`config.mk`:
```
export PLATFORM = sky130hd
export DESIGN_NAME = seq_div_16b
export DESIGN_NICKNAME = d
export VERILOG_FILES = /design/src/rtl/seq_div_16b.sv
export SDC_FILE = /design/constraint.sdc
export NUM_CORES = 1
export LEC_CHECK = 0
export ABC_AREA = 0
export BUFFER_PORTS_ARGS = -buffer_cell sky130_fd_sc_hd__buf_2
export CAP_MARGIN = 20
export CORE_AREA = 2 2 92 94
export DETAILED_ROUTE_END_ITERATION = 8
export DIE_AREA = 0 0 94 96
export PLACE_DENSITY_LB_ADDON = 0.05
export SYNTH_ARGS = -nofsm -noshare
export SYNTH_HDL_FRONTEND = slang
export SYNTH_SLANG_ARGS = --single-unit
export TNS_END_PERCENT = 20
```
`constraint.sdc`:
```
create_clock -name clk -period 7.89 [get_ports clk]
set_input_delay 1.1835 -clock clk [delete_from_list [all_inputs] [get_ports clk]]
set_output_delay 1.1835 -clock clk [all_outputs]
set_load 0.005 [all_outputs]
```
`src/rtl/seq_div_16b.sv`:
```
// Iterative unsigned restoring divider: one trial subtraction and one quotient
// bit per cycle, with a start/busy/done handshake and a divide-by-zero shortcut.
module seq_div_16b #(
   parameter int unsigned WIDTH = 16
) (
   input  logic             clk,
   input  logic             rst,
   input  logic             start,
   input  logic [WIDTH-1:0] dividend,
   input  logic [WIDTH-1:0] divisor,
   output logic             busy,
   output logic             done,
   output logic [WIDTH-1:0] quotient,
   output logic [WIDTH-1:0] remainder,
   output logic             div_by_zero
);

   localparam int unsigned CW = (WIDTH > 1) ? $clog2(WIDTH) : 1;

   typedef enum logic {
      IDLE,
      CALC
   } state_t;

   state_t           state;
   logic [CW-1:0]    count;
   logic [WIDTH-1:0] r;
   logic [WIDTH-1:0] q;
   logic [WIDTH-1:0] d;

   logic [WIDTH:0]   shifted;
   logic [WIDTH:0]   trial;
   logic             qbit;
   logic [WIDTH-1:0] r_next;
   logic [WIDTH-1:0] q_next;

   // The partial remainder always stays below the divisor, so only the trial
   // value needs the extra borrow bit; the stored remainder fits in WIDTH bits.
   always_comb begin
      shifted = {r, q[WIDTH-1]};
      trial   = shifted + ~{1'b0, d} + {{WIDTH{1'b0}}, 1'b1};
      qbit    = ~trial[WIDTH];
      r_next  = qbit ? trial[WIDTH-1:0] : shifted[WIDTH-1:0];
      q_next  = {q[WIDTH-2:0], qbit};
   end

   always_ff @(posedge clk or posedge rst) begin
      if (rst) begin
         state       <= IDLE;
         busy        <= 1'b0;
         done        <= 1'b0;
         quotient    <= '0;
         remainder   <= '0;
         div_by_zero <= 1'b0;
         count       <= '0;
         r           <= '0;
         q           <= '0;
         d           <= '0;
      end else begin
         done <= 1'b0;
         case (state)
            IDLE: begin
               if (start) begin
                  if (divisor == '0) begin
                     quotient    <= '1;
                     remainder   <= dividend;
                     div_by_zero <= 1'b1;
                     done        <= 1'b1;
                  end else begin
                     q     <= dividend;
                     d     <= divisor;
                     r     <= '0;
                     count <= '0;
                     busy  <= 1'b1;
                     state <= CALC;
                  end
               end
            end
            CALC: begin
               q     <= q_next;
               r     <= r_next;
               count <= count + 1'b1;
               if (count == CW'(WIDTH - 1)) begin
                  quotient    <= q_next;
                  remainder   <= r_next;
                  div_by_zero <= 1'b0;
                  done        <= 1'b1;
                  busy        <= 1'b0;
                  state       <= IDLE;
               end
            end
            default: state <= IDLE;
         endcase
      end
   end

endmodule
```
## After elaboration in Yosys (flattened, before gate mapping)

Cells that the tools add are included.

| cells by class | value |
|---|---|
| $add $sub $neg | 3 |
| bitwise gates (word level) | 4 |
| mux-type cells | 33 |
| shift-type cells | 0 |
| equality and inequality tests | 5 |
| multiply operators | 0 |
| div/mod/pow operators | 0 |
| magnitude comparators | 0 |
| reductions and logical operators | 5 |

Operators with widths:

| cell | count |
|---|---|
| $mux W16 | 11 |
| $pmux W16 S2 | 4 |
| $add A17 B1 Y17 const B | 1 |
| $add A17 B17 Y17 | 1 |
| $not A16 Y17 | 1 |
| $logic_not A16 Y1 | 1 |
| $mux W1 | 11 |
| $reduce_and A3 Y1 | 3 |
| $mux W4 | 2 |
| $pmux W1 S2 | 4 |
| $pmux W4 S2 | 1 |
| $ne A2 B2 Y1 const B | 3 |
| $add A4 B1 Y4 const B | 1 |
| $eq A4 B4 Y1 const B | 1 |
| $not A1 Y1 | 3 |
| $ne A2 B1 Y1 const B | 1 |
| $reduce_and A2 Y1 | 1 |

| word-level totals | value |
|---|---|
| bits in read-only memories | 0 |
| latch bits | 0 |
| register bits | 88 |
| bits of input ports | 35 |
| memories | 0 |
| output and inout port bits | 35 |
| memory bits (writable) | 0 |

## Longest topological paths before layout

Gate-level depths: netlist of run 1.

| depth | value |
|---|---|
| depth after elaboration | 6 |
| depth in mapped cells | 12 |

## Worst setup path before layout of run 1

No wires, ideal clock.

| timing | value |
|---|---|
| path kind | input to register |
| start | input port divisor[11] |
| end | register remainder[9] |
| data required time | 7.754 ns |
| cell stages on the path | 7 |
| path slack | 5.063 ns |
| arrival time | 2.691 ns |
| cell sequence | nor4_1 nand4_1 nor3b_1 nor2_1 clkbuf_1 a22oi_1 o21ai_0 |

| between the ends | value |
|---|---|
| word-level cells in the longest chain between the ends | 3 |

Ends and longest elaborated chain:

| item | RTL line | source |
|---|---|---|
| start, declared | 10 | `input logic [WIDTH-1:0] divisor,` |
| $logic_not A16 Y1 | 64 | `if (divisor == '0) begin` |
| $ne A2 B2 Y1 (no source line) | n/a |  |
| $reduce_and A3 Y1 (no source line) | n/a |  |
| end signal, assigned | 66 | `remainder <= dividend;` |
| end signal, assigned | 85 | `remainder <= r_next;` |
| end, declared | 14 | `output logic [WIDTH-1:0] remainder,` |

No other way between the ends.
A chain may end at the register's enable or synchronous reset.

## Worst setup path in the final report of run 1

| timing | value |
|---|---|
| start | input port divisor[0] |
| end | register remainder[11] |

The elaborated chain is that of the path after synthesis.

==> metrics.md, run 1 <==
| Metric | Value |
|---|---|
| Global-route wire length before repair | `roughly 19 mm` |
| Vias in the first global route | `3919` |
| Setup CP Type | `in -> reg` |
| Power Density | `539.1 nW/um^2` |
| Area of the core | `8051 sq um` |
| Post-Syn Area | `approximately 4800 sq um` |
| CTS tree | `yes` |
| Hold Path Class | `reg -> reg` |
| Post-synth EDFFs | `0` |
| Area delta synth->final | `13.07%` |
| Global route overflow | `0` |
| CTS HTree Levels | `3` |
| Worst Tran Pin Value | `around 1000 ps` |
| Clock sink total | `88` |
| Worst path arrival time | `roughly 3600 ps` |
| Share of layout cells above drive strength 1 | `~18%` |
| Psw | `between 1 and 1.5 mW` |
| Synthesis Warnings | `0` |
| Clock skew | `around 14 ps` |
| Post-synth cell types | `65` |
| P_int | `about 1.6 mW` |
| Initial antenna violation count | `0` |
| Die Y | `about 96 um` |
| CP required | `between 8000 and 9000 ps` |
| Switching share of total power | `a little under half` |
| Die Footprint | `approximately 9000 sq um` |
| Dpl cells | `between 600 and 700` |
| # DRC | `0` |
| Synthesized flop and latch total | `88` |
| Clock Path Buffers | `2` |
| Most frequent cells in the layout | `nand2_1 (106), dfrtp_1 (88), buf_2 (69)` |
| Clock power share | `roughly 10%` |
| Peak VDD IR | `around 0.00030 V` |
| Initial Util | `between 60% and 70%` |
| Final Wtd Congestion | `approximately 0.86` |
| CTS Buf Count | `9` |
| Ys flop type | `dfrtp_1` |
| Status | `complete, no violations` |
| Via density | `~5.8` |
| Sequential share of the synthesized area | `a little under half` |
| ANT nets after route | `0` |
| Final setup violation count | `0` |
| Maxcap violations | `0` |
| Pleak | `around 2.6 nW` |
| Clock transition at path regs | `100 ps` |
| RR Startpoint | `q[15]$_DFFE_PP0P_` |
| Sequential share of power | `between 20% and 30%` |
| Routed WL | `roughly 12 mm` |
| Final Hold Fails | `0` |
| F_max | `0.3020 GHz` |
| Post-CTS Resized | `0` |
| Crit start category | `primary input` |
| Sum Neg Setup Slack | `0 ps` |
| Initial DRC count | `around 300` |
| Average size of a mapped cell | `~9 sq um` |
| Wire per inst | `about 16 um` |
| Crit path time final | `approximately 3300 ps` |
| HP Start | `div_by_zero$_DFFE_PP0P_` |
| Area occupied by registers | `2202 sq um` |
| CP startpoint | `divisor[0]` |
| Combinational power share | `61.6%` |
| Port Buffers | `a little under 70` |
| Largest net degree at the start of global routing | `just under 90` |
| Worst-skew pair later-pin latency | `roughly 360 ps` |
| CP endpoint kind | `register` |
| Std-Cell Rows | `33` |
| Max-slew headroom | `a little under a third` |
| Area occupied by multi-input gates | `about 2400 sq um` |
| Nets | `651` |
| Commonest non-fill, non-tap cell in the layout | `nand2_1` |
| Part of the cycle the worst path needs | `between 40% and 50%` |
| Postcts setup bufs | `0` |
| Post-CTS Hold Buffers | `0` |
| CP Max Fanout | `25` |
| RSZ-0062 raised after global routing | `false` |
| 1st-pass router iterations | `6` |
| Cells after Synth | `approximately 540` |
| Async S/R FF share, synth | `100.0%` |
| Vias | `4136` |
| # IOs | `70` |
| Ant diodes | `0` |
| Die X | `94 um` |
| Clk root buf | `clkbuf_8` |
| Final core utilization | `about two thirds` |
| Overall routing resource usage | `between 20% and 30%` |
| Filler instances | `about 710` |
| Final std cells w/o fill | `708` |
| DP HPWL | `around 8.3 mm` |
| Synthesized netlist net count | `595` |
| Slew Viols, Final | `0` |
worst max-delay path, stage by stage:
cell     delay [ps]
buf_2           110
nor4_1          380
nand4_1         320
nor3b_1         270
buf_4           240
nor2_1           60
buf_4           240
inv_1           420
o21ai_0         200
o21ai_1         150
cell families (layout without fill, tap and decap cells):
kind of cell / count (synthesis) / after routing / share of synthesized area (%)
AOI/OAI and AO/OA: 150 / 150 / 19.68
and+or+nand+nor: 191 / 191 / 17.67
adders and majority gates: 18 / 18 / 4.804
buffers and inverters: 61 / 122 / 5.346
DFF: 88 / 88 / 45.45
muxes: 26 / 26 / 5.604
xor gates and xnor gates: 8 / 8 / 1.446
sequential cells by signal, summed over array words and instances, names as in the netlist:
register	count
r	16
count	4
busy	1
div_by_zero	1
q	16
done	1
quotient	16
remainder	16
state	1
d	16
synthesized netlist by cell type (all sizes together), types with 4 or more instances:
cell type | n | share of area, %
ha | 17 | 4.4
o221ai | 8 | 1.6
dfrtp | 88 | 45
clkbuf | 26 | 2.0
a211oi | 5 | 0.88
a31oi | 9 | 1.2
and3 | 4 | 0.52
a21oi | 26 | 2.7
nor3 | 7 | 0.72
nand4 | 5 | 0.77
nor2b | 6 | 0.77
mux2i | 23 | 4.8
o21ai | 56 | 5.8
xor2 | 5 | 0.90
o21a | 4 | 0.62
o22ai | 12 | 1.5
nor4 | 4 | 0.52
inv | 28 | 2.2
nand3 | 9 | 0.93
nand2 | 106 | 8.2
buf | 7 | 1.2
nor2 | 32 | 2.5
a21o | 4 | 0.65
final cells by class:
class | count | share of cell area, %
multi-input cells | 393 | 43.65
well taps | 105 | 2.398
flip-flops and latches | 88 | 40.20
clock buffers | 10 | 2.330
clock inverters | 6 | 0.9365
repair buffers | 78 | 8.543
inverters | 28 | 1.942
routing by layer:
| metal | track usage, % | up-vias | wire (um) |
|---|---|---|---|
| met3 | 4.464 | 7 | 580 |
| met1 | 40.28 | 1972 | 5526 |
| met5 | 0 | - | 0 |
| met2 | 42.38 | 124 | 5311 |
| li1 | - | 2033 | - |
| met4 | 6.280 | 0 | 94 |
metrics by stage:
| step | worst slack [ps] | instance area, sq um | total power, mW | hold WS, ps |
|---|---|---|---|---|
| floorplan | 4428 | 4845 | 2.214 | 460.0 |
| global placement | 4246 | 5214 | 2.548 | 452.1 |
| detailed placement | 4182 | 5214 | 2.615 | 473.6 |
| CTS | 4244 | 5393 | 2.914 | 497.7 |
| global route | 4360 | 5478 | 3.231 | 523.8 |
| finish | 4579 | 5478 | 2.953 | 487.9 |
worst paths after layout:
kind | endpoint | slack (ps) | depth (start not counted)
max reg2reg | remainder[6]$_DFFE_PP0P_ | 4730 | 11
min | div_by_zero$_DFFE_PP0P_ | 490 | 2
max in group asynchronous | remainder[9]$_DFFE_PP0P_ | 6400 | 4
min in group asynchronous | quotient[14]$_DFFE_PP0P_ | 860 | 3
min reg2reg | div_by_zero$_DFFE_PP0P_ | 490 | 2
max | remainder[11]$_DFFE_PP0P_ | 4580 | 10
power by group through the flow:
stage	clock network, mW	logic [mW]	registers, mW
3_3_place_gp	0	1.69	0.855
3_5_place_dp	0	1.75	0.862
5_1_grt	0.315	2.04	0.873
6_report	0.290	1.82	0.843
2_1_floorplan	0	1.40	0.817
4_1_cts	0.295	1.77	0.853
Note: power is estimated with default switching activity, not from simulation.
==> inputs of run 2 (changes only) <==
Settings changed: ABC_AREA 0 to 1, CORE_AREA 2 2 92 94 to 2 2 98 100, DIE_AREA 0 0 94 96 to 0 0 100 102.
Clock period 7.89 ns to 3.1 ns, I/O delays scaled along.
==> run 2 against run 1 <==
  * Flip-flop and latch count unchanged
  * Worst hold slack worse by 300 ps
  * Largest cell class unchanged
  * Register-to-register slack worse by 4100 ps
  * Synthesized cell count is 23% higher
==> metrics.md, run 2 <==
| Metric | Value |
|---|---|
| Synth cell count leaders | `nand2_1 (166), inv_1 (105), dfrtp_1 (88), nand3_1 (59), nor2_1 (45) (was nand2_1 (106), dfrtp_1 (88), o21ai_0 (53), nor2_1 (31), inv_1 (28))` |
| Compound-gate portion of the synthesized area | `9.641% (was 19.68%)` |
| Clock Path Buffers | `2 (unchanged)` |
| Overall routing resource usage | `25.00% (was 27.21%)` |
| Initial DRC count | `175 (was 295)` |
| Post-synth EDFFs | `0 (unchanged)` |
| RSZ-0062 raised after global routing | `false (unchanged)` |
| ANT nets after route | `0 (unchanged)` |
| Detail Route met2 WL | `5.669 mm (was 5.311 mm)` |
| 1st-pass router iterations | `5 (was 6)` |
| Synthesized flop and latch total | `88 (unchanged)` |
| Clock skew | `12.86 ps (was 13.98 ps)` |
| Sequential share of the synthesized area | `42.64% (was 45.45%)` |
| Crit start category | `register (was primary input)` |
| F_max | `0.4100 GHz` |
| Sum Neg Setup Slack | `0 ps (unchanged)` |
| Area contributors post-synth | `dfrtp_1 (43%), nand2_1 (12%), inv_1 (7.6%) (was dfrtp_1 (45%), nand2_1 (8.2%), o21ai_0 (5.5%))` |
| Peak VDD IR | `0.0005698 V (was 0.0003010 V)` |
| Die Y | `102 um (was 96 um)` |
| Global route overflow | `0 (unchanged)` |
| Worst Tran Pin Value | `810.9 ps (was 1043 ps)` |
| Maxcap violations | `0 (unchanged)` |
| Share of layout cells above drive strength 1 | `20.24% (was 17.91%)` |
| Vias in the first global route | `4088 (was 3919)` |
| DP Worst Slack | `704.6 ps (was 4182 ps)` |
| Clk root buf | `clkbuf_8 (unchanged)` |
| Final Hold Fails | `0 (unchanged)` |
| # DRC | `0 (unchanged)` |
| Status | `complete, no violations (unchanged)` |
| Cells after Synth | `666 (was 542)` |
| Part of the cycle the worst path needs | `between 70% and 80%` |
| Synth Area in Adders | `4.506% (was 4.804%)` |
| Initial Util | `56.70% (was 60.17%)` |
| Async S/R FF share, synth | `100.0% (unchanged)` |
| Port Buffers | `69 (unchanged)` |
| CTS tree | `yes (unchanged)` |
| Largest area contributor in the netlist | `dfrtp_1 (unchanged)` |
| Ys flop type | `dfrtp_1 (unchanged)` |
| Max-slew headroom | `45.88% (was 30.44%)` |
| Die X | `100 um (was 94 um)` |
| Clock sink total | `88 (unchanged)` |
| Routed WL | `12.11 mm (was 11.51 mm)` |
| WL met3 | `545 um (was 580 um)` |
| XOR/XNOR Fraction of Synth Area | `1.357% (was 1.446%)` |
| Final Wtd Congestion | `0.8294 (was 0.8607)` |
| Power Density | `1232 nW/um^2 (was 539.1 nW/um^2)` |
| Finished Cell Area | `5733 sq um (was 5478 sq um)` |
| Average size of a mapped cell | `7.755 sq um (was 8.938 sq um)` |
| Ant diodes | `0 (unchanged)` |
| Pleak | `3.017 nW (was 2.557 nW)` |
| Via density | `5.183 (was 5.842)` |
| Mux cell area share after synthesis | `0% (was 5.604%)` |
| # IOs | `70 (unchanged)` |
| CP startpoint | `q[15]$_DFFE_PP0P_ (was divisor[0])` |
| Most frequent cells in the layout | `nand2_1 (166), inv_1 (104), dfrtp_1 (88) (was nand2_1 (106), dfrtp_1 (88), buf_2 (69))` |
| Std-Cell Rows | `35 (was 33)` |
| Synthesized netlist net count | `719 (was 595)` |
| Die Footprint | `10200 sq um (was 9024 sq um)` |
| Hold Path Class | `in -> async (was reg -> reg)` |
| Top cell type's share of synthesized area | `42.64% (was 45.45%)` |
| Final setup violation count | `0 (unchanged)` |
| Initial antenna violation count | `0 (unchanged)` |
| Wire per inst | `14.30 um (was 16.26 um)` |
| Crit path time final | `roughly 2400 ps` |
| Vias | `4390 (was 4136)` |
| Area of the core | `9109 sq um (was 8051 sq um)` |
| Post-synth cell types | `36 (was 65)` |
| Top-count cell post-synth | `nand2_1 (unchanged)` |
| RR Startpoint | `q[15]$_DFFE_PP0P_ (unchanged)` |
| Nets | `784 (was 651)` |
| Area delta synth->final | `11.00% (was 13.07%)` |
| Postcts setup bufs | `0 (unchanged)` |
| Synth Area in Simple Gates | `30.72% (was 17.67%)` |
| DP HPWL | `9.301 mm (was 8.262 mm)` |
| Post-CTS Resized | `0 (unchanged)` |
| CP endpoint kind | `register (unchanged)` |
| Commonest non-fill, non-tap cell in the layout | `nand2_1 (unchanged)` |
| DP Area | `5554 sq um (was 5214 sq um)` |
| Clock transition at path regs | `100 ps (about the same)` |
| Largest family of logic cells by synthesized area | `simple AND/OR/NAND/NOR gates (was compound AO/OA/AOI/OAI gates)` |
| CP Max Fanout | `17 (was 25)` |
| Final worst slack | `661.1 ps (was 4579 ps)` |
| Global-route wire length before repair | `19.86 mm (was 19.20 mm)` |
| Worst-skew pair later-pin latency | `370 ps (was 360 ps)` |
| Critical R2R Capture | `remainder[10]$_DFFE_PP0P_ (was remainder[6]$_DFFE_PP0P_)` |
| Post-Syn Area | `5165 sq um (was 4845 sq um)` |
| Post-CTS Hold Buffers | `0 (unchanged)` |
| CTS Buf Count | `9 (unchanged)` |
| Setup CP Type | `reg -> reg (was in -> reg)` |
| CP required | `3400 ps (was 8170 ps)` |
| Met1 Wirelength | `5.738 mm (was 5.526 mm)` |
| Synthesis Warnings | `0 (unchanged)` |
| Largest net degree at the start of global routing | `40 (was 89)` |
| Top routing layer in use | `met4 (unchanged)` |
| Worst path arrival time | `2740 ps (was 3590 ps)` |
| CTS HTree Levels | `3 (unchanged)` |
| FF-to-FF path depth | `16 (was 11)` |
| Slew Viols, Final | `0 (unchanged)` |
| Filler instances | `844 (was 705)` |
| Worst setup path endpoint | `remainder[10]$_DFFE_PP0P_ (was remainder[11]$_DFFE_PP0P_)` |
| R2R setup slack | `660 ps (was 4730 ps)` |
| Hold_ws | `184.9 ps (was 487.9 ps)` |
run 2: cell types whose count changed after synthesis, moves of 9 or more:
| cell | before | now |
|---|---|---|
| nand3_2 | 0 | 24 |
| nand3_1 | 9 | 59 |
| mux2i_1 | 23 | 0 |
| o21ai_0 | 53 | 27 |
| clkbuf_1 | 26 | 10 |
| a21oi_1 | 26 | 36 |
| nand2_2 | 0 | 9 |
| or2_2 | 2 | 11 |
| inv_1 | 28 | 105 |
| nor2_1 | 31 | 45 |
| nand2_1 | 106 | 166 |
run 2: stage by stage:
stage	util, %	power (mW)	instances
2_1_floorplan	-	5.443	666
3_3_place_gp	60.98	6.255	831
3_5_place_dp	60.98	6.360	831
4_1_cts	62.94	7.105	847
5_1_grt	62.94	7.830	847
6_report	62.94	7.065	847
run 2: power by group:
part | leakage, nW | internal [mW] | switching, mW
clock network | 0.0879 | 0.303 | 0.436
registers | 1.03 | 1.72 | 0.308
logic | 1.90 | 1.59 | 2.71
total | 3.02 | 3.61 | 3.45
run 2: worst min-delay path by stage:
| stage | end | cells after the start |
|---|---|---|
| after floorplan | d[0]$_DFFE_PP0P_ | 2 |
| after global placement | div_by_zero$_DFFE_PP0P_ | 2 |
| after detailed placement | div_by_zero$_DFFE_PP0P_ | 2 |
| after CTS | quotient[3]$_DFFE_PP0P_ | 2 |
| after global routing | quotient[3]$_DFFE_PP0P_ | 2 |
| final | quotient[1]$_DFFE_PP0P_ | 2 |
run 2: layout make-up:
cell class,count,area (sq um),area share [%]
clock buffers,10,127.6,2.226
inverters,109,410.4,7.158
multi-input cells,445,2390,41.68
well taps,111,138.9,2.423
clock inverters,6,51.30,0.8948
repair buffers,78,412.9,7.202
flip-flops and latches,88,2202,38.41
run 2: cell families after synthesis:
| kind of cell | after synthesis |
|---|---|
| AO/OA/AOI/OAI | 86 |
| XOR/XNOR | 8 |
| adder cells (fa/ha/maj) | 18 |
| buffers and inverters | 133 |
| flip-flops | 88 |
| AND/OR/NAND/NOR | 333 |
run 2: critical path, cell delays in order, from the launching register on:
cell	delay, ps
dfrtp_1	350
inv_1	60
ha_1	230
fa_1	430
inv_1	120
nand2_1	60
nand2_1	80
nand3_1	90
nand2_2	110
nand2_2	80
nand2_2	90
nand2_2	60
nand2_4	210
nand3_1	160
nand3_1	140
nand2_1	50
inv_1	50
run 2: layer usage:
| metal | vias to the layer above | track usage, % |
|---|---|---|
| li1 | 2241 | - |
| met5 | - | 0 |
| met1 | 2021 | 34.35 |
| met3 | 14 | 3.625 |
| met2 | 114 | 41.94 |
| met4 | 0 | 6.744 |
==> inputs of run 3 (changes only) <==
Clock period 3.1 ns to 2.5 ns, I/O delays scaled along.
==> run 3 against run 2 <==
  * Total power up 29%
  * Worst setup slack worse by 440 ps
  * Cell count up 0.12%
  * Routed wire length up 2.0%
  * Clock power up 43%
  * Final area up 1.6%
  * Utilization up 0.99 points
==> metrics.md, run 3 (synthesis results as in run 2) <==
| Metric | Value |
|---|---|
| Status | `complete, no violations (unchanged)` |
| CP endpoint kind | `register (unchanged)` |
| CTS HTree Levels | `3 (unchanged)` |
| Final Hold Fails | `0 (unchanged)` |
| 1st-pass router iterations | `7 (was 5)` |
| CP Max Fanout | `8 (was 17)` |
| Finished Cell Area | `5823 sq um (was 5733 sq um)` |
| Filler instances | `850 (was 844)` |
| DP Worst Slack | `177.4 ps (was 704.6 ps)` |
| Worst path arrival time | `2580 ps (was 2740 ps)` |
| Crit start category | `register (unchanged)` |
| Nets | `785 (was 784)` |
| Critical path's top delay family | `simple AND/OR/NAND/NOR gates (unchanged)` |
| Final Wtd Congestion | `0.8570 (was 0.8294)` |
| Worst path most repeated cell | `nand2_2 (unchanged)` |
| Clock skew | `11.19 ps (was 12.86 ps)` |
| Area delta synth->final | `12.74% (was 11.00%)` |
| F_max | `0.4379 GHz (was 0.4100 GHz)` |
| Initial Util | `56.70% (unchanged)` |
| Part of the cycle the worst path needs | `91.35% (was 78.67%)` |
| Port Buffers | `69 (unchanged)` |
| Slew Viols, Final | `0 (unchanged)` |
| Initial DRC count | `227 (was 175)` |
| Slowest cell on crit path | `dfrtp_1 (was fa_1)` |
| # IOs | `70 (unchanged)` |
| Routed WL | `12.35 mm (was 12.11 mm)` |
| ANT nets after route | `0 (unchanged)` |
| Hold Path Class | `in -> async (unchanged)` |
| Worst Tran Pin Value | `567.2 ps (was 810.9 ps)` |
| Area of the core | `9109 sq um (unchanged)` |
| RSZ-0062 raised after global routing | `false (unchanged)` |
| Share of layout cells above drive strength 1 | `21.03% (was 20.24%)` |
| Buf+Inv Stages, Crit Path | `3 (unchanged)` |
| CP required | `2790 ps (was 3400 ps)` |
| Clock Path Buffers | `2 (unchanged)` |
| Ant diodes | `0 (unchanged)` |
| Vias | `4400 (was 4390)` |
| Global-route wire length before repair | `20.42 mm (was 19.86 mm)` |
| DP HPWL | `9.110 mm (was 9.301 mm)` |
| Die Footprint | `10200 sq um (unchanged)` |
| Final setup violation count | `0 (unchanged)` |
| Postcts setup bufs | `0 (unchanged)` |
| Maxcap violations | `0 (unchanged)` |
| Final worst slack | `216.1 ps (was 661.1 ps)` |
| CTS Buf Count | `9 (unchanged)` |
| Crit path time final | `2284 ps (was 2439 ps)` |
| # DRC | `0 (unchanged)` |
| Most frequent cells in the layout | `nand2_1 (166), inv_1 (103), dfrtp_1 (88) (was nand2_1 (166), inv_1 (104), dfrtp_1 (88))` |
| DP Area | `5569 sq um (was 5554 sq um)` |
| CP startpoint | `q[15]$_DFFE_PP0P_ (unchanged)` |
| Pwr Total | `9.090 mW (was 7.065 mW)` |
| Final core utilization | `63.93% (was 62.94%)` |
| Clock transition at path regs | `90 ps (was 100 ps)` |
| Max-slew headroom | `62.19% (was 45.88%)` |
| Largest net degree at the start of global routing | `89 (was 40)` |
| Wire per inst | `14.56 um (was 14.30 um)` |
| Commonest non-fill, non-tap cell in the layout | `nand2_1 (unchanged)` |
| Area occupied by registers | `2202 sq um (unchanged)` |
| Initial antenna violation count | `0 (unchanged)` |
| Critical path's largest stage delay | `380 ps (was 430 ps)` |
| Worst-skew pair later-pin latency | `350 ps (was 370 ps)` |
| Die X | `100 um (unchanged)` |
| Via density | `5.189 (was 5.183)` |
| Std-Cell Rows | `35 (unchanged)` |
| Global route overflow | `0 (unchanged)` |
| Sum Neg Setup Slack | `0 ps (unchanged)` |
| Area occupied by multi-input gates | `2431 sq um (was 2390 sq um)` |
| Peak VDD IR | `0.0006751 V (was 0.0005698 V)` |
| Clk root buf | `clkbuf_8 (unchanged)` |
| RR Startpoint | `q[15]$_DFFE_PP0P_ (unchanged)` |
| Setup CP Type | `reg -> reg (unchanged)` |
| Vias in the first global route | `4292 (was 4088)` |
| CTS tree | `yes (unchanged)` |
| Overall routing resource usage | `25.62% (was 25.00%)` |
| Pleak | `3.048 nW (was 3.017 nW)` |
| Critical path cell sequence | `inv_1, ha_1, fa_2, inv_2, nand2_1, nand2_1, nand3_1, nand2_2, nand2_2, nand2_2, nand2_2, nand2_4, nand3_2, nand3_2, nand2_1, inv_1 (was inv_1, ha_1, fa_1, inv_1, nand2_1, nand2_1, nand3_1, nand2_2, nand2_2, nand2_2, nand2_2, nand2_4, nand3_1, nand3_1, nand2_1, inv_1)` |
| Power Density | `1561 nW/um^2 (was 1232 nW/um^2)` |
| Die Y | `102 um (unchanged)` |
| Clock sink total | `88 (unchanged)` |
==> run 3: tightest hold or removal path: stages <==
cell,delay (ps)
buf_2,110
clkinvlp_4,70
buf_12,340
==> run 3: cell type report <==
class / instances / area share (%)
clock buffer: 10 / 2.364
clock inverter: 6 / 1.289
inverter: 109 / 7.091
multi-input combinational: 446 / 41.75
sequential: 88 / 37.82
tap: 111 / 2.385
timing repair buffer: 78 / 7.306
==> run 3: worst paths after layout <==
kind	to	slack, ps	cells past startpoint
worst max-delay path	remainder[3]$_DFFE_PP0P_	220	16
worst min-delay path	d[6]$_DFFE_PP0P_	120	3
worst max register to register	remainder[3]$_DFFE_PP0P_	220	16
worst min register to register	div_by_zero$_DFFE_PP0P_	500	2
max in group asynchronous	r[10]$_DFFE_PP0P_	1980	3
min in group clk	d[13]$_DFFE_PP0P_	240	3
==> run 3: where the power goes <==
group | total [mW] | switching (mW) | internal, mW
logic | 5.50 | 3.47 | 2.03
registers | 2.53 | 0.397 | 2.14
clock network | 1.06 | 0.553 | 0.504
==> run 3: per-stage QoR <==
step	hold slack, ps	std cells
4_1_cts	162.2	847
3_3_place_gp	465.2	831
6_report	116.8	848
2_1_floorplan	445.9	666
3_5_place_dp	469.0	831
5_1_grt	147.7	848
==> run 3: timing repair <==
| action | CTS | global route |
|---|---|---|
| setup endpoints to repair | 0 | 17 |
| endpoints found under the hold margin | 0 | 0 |
| resized for setup | 0 | 6 |
| hold buffers | 0 | 0 |
==> run 3: per-layer routing <==
metal / share of wire [%] / global-route usage [%] / wire, um
met5: 0 / 0 / 0
met4: 0.84 / 6.006 / 104
met3: 4.3 / 5.062 / 528
met2: 48 / 43.61 / 5907
met1: 47 / 34.16 / 5809
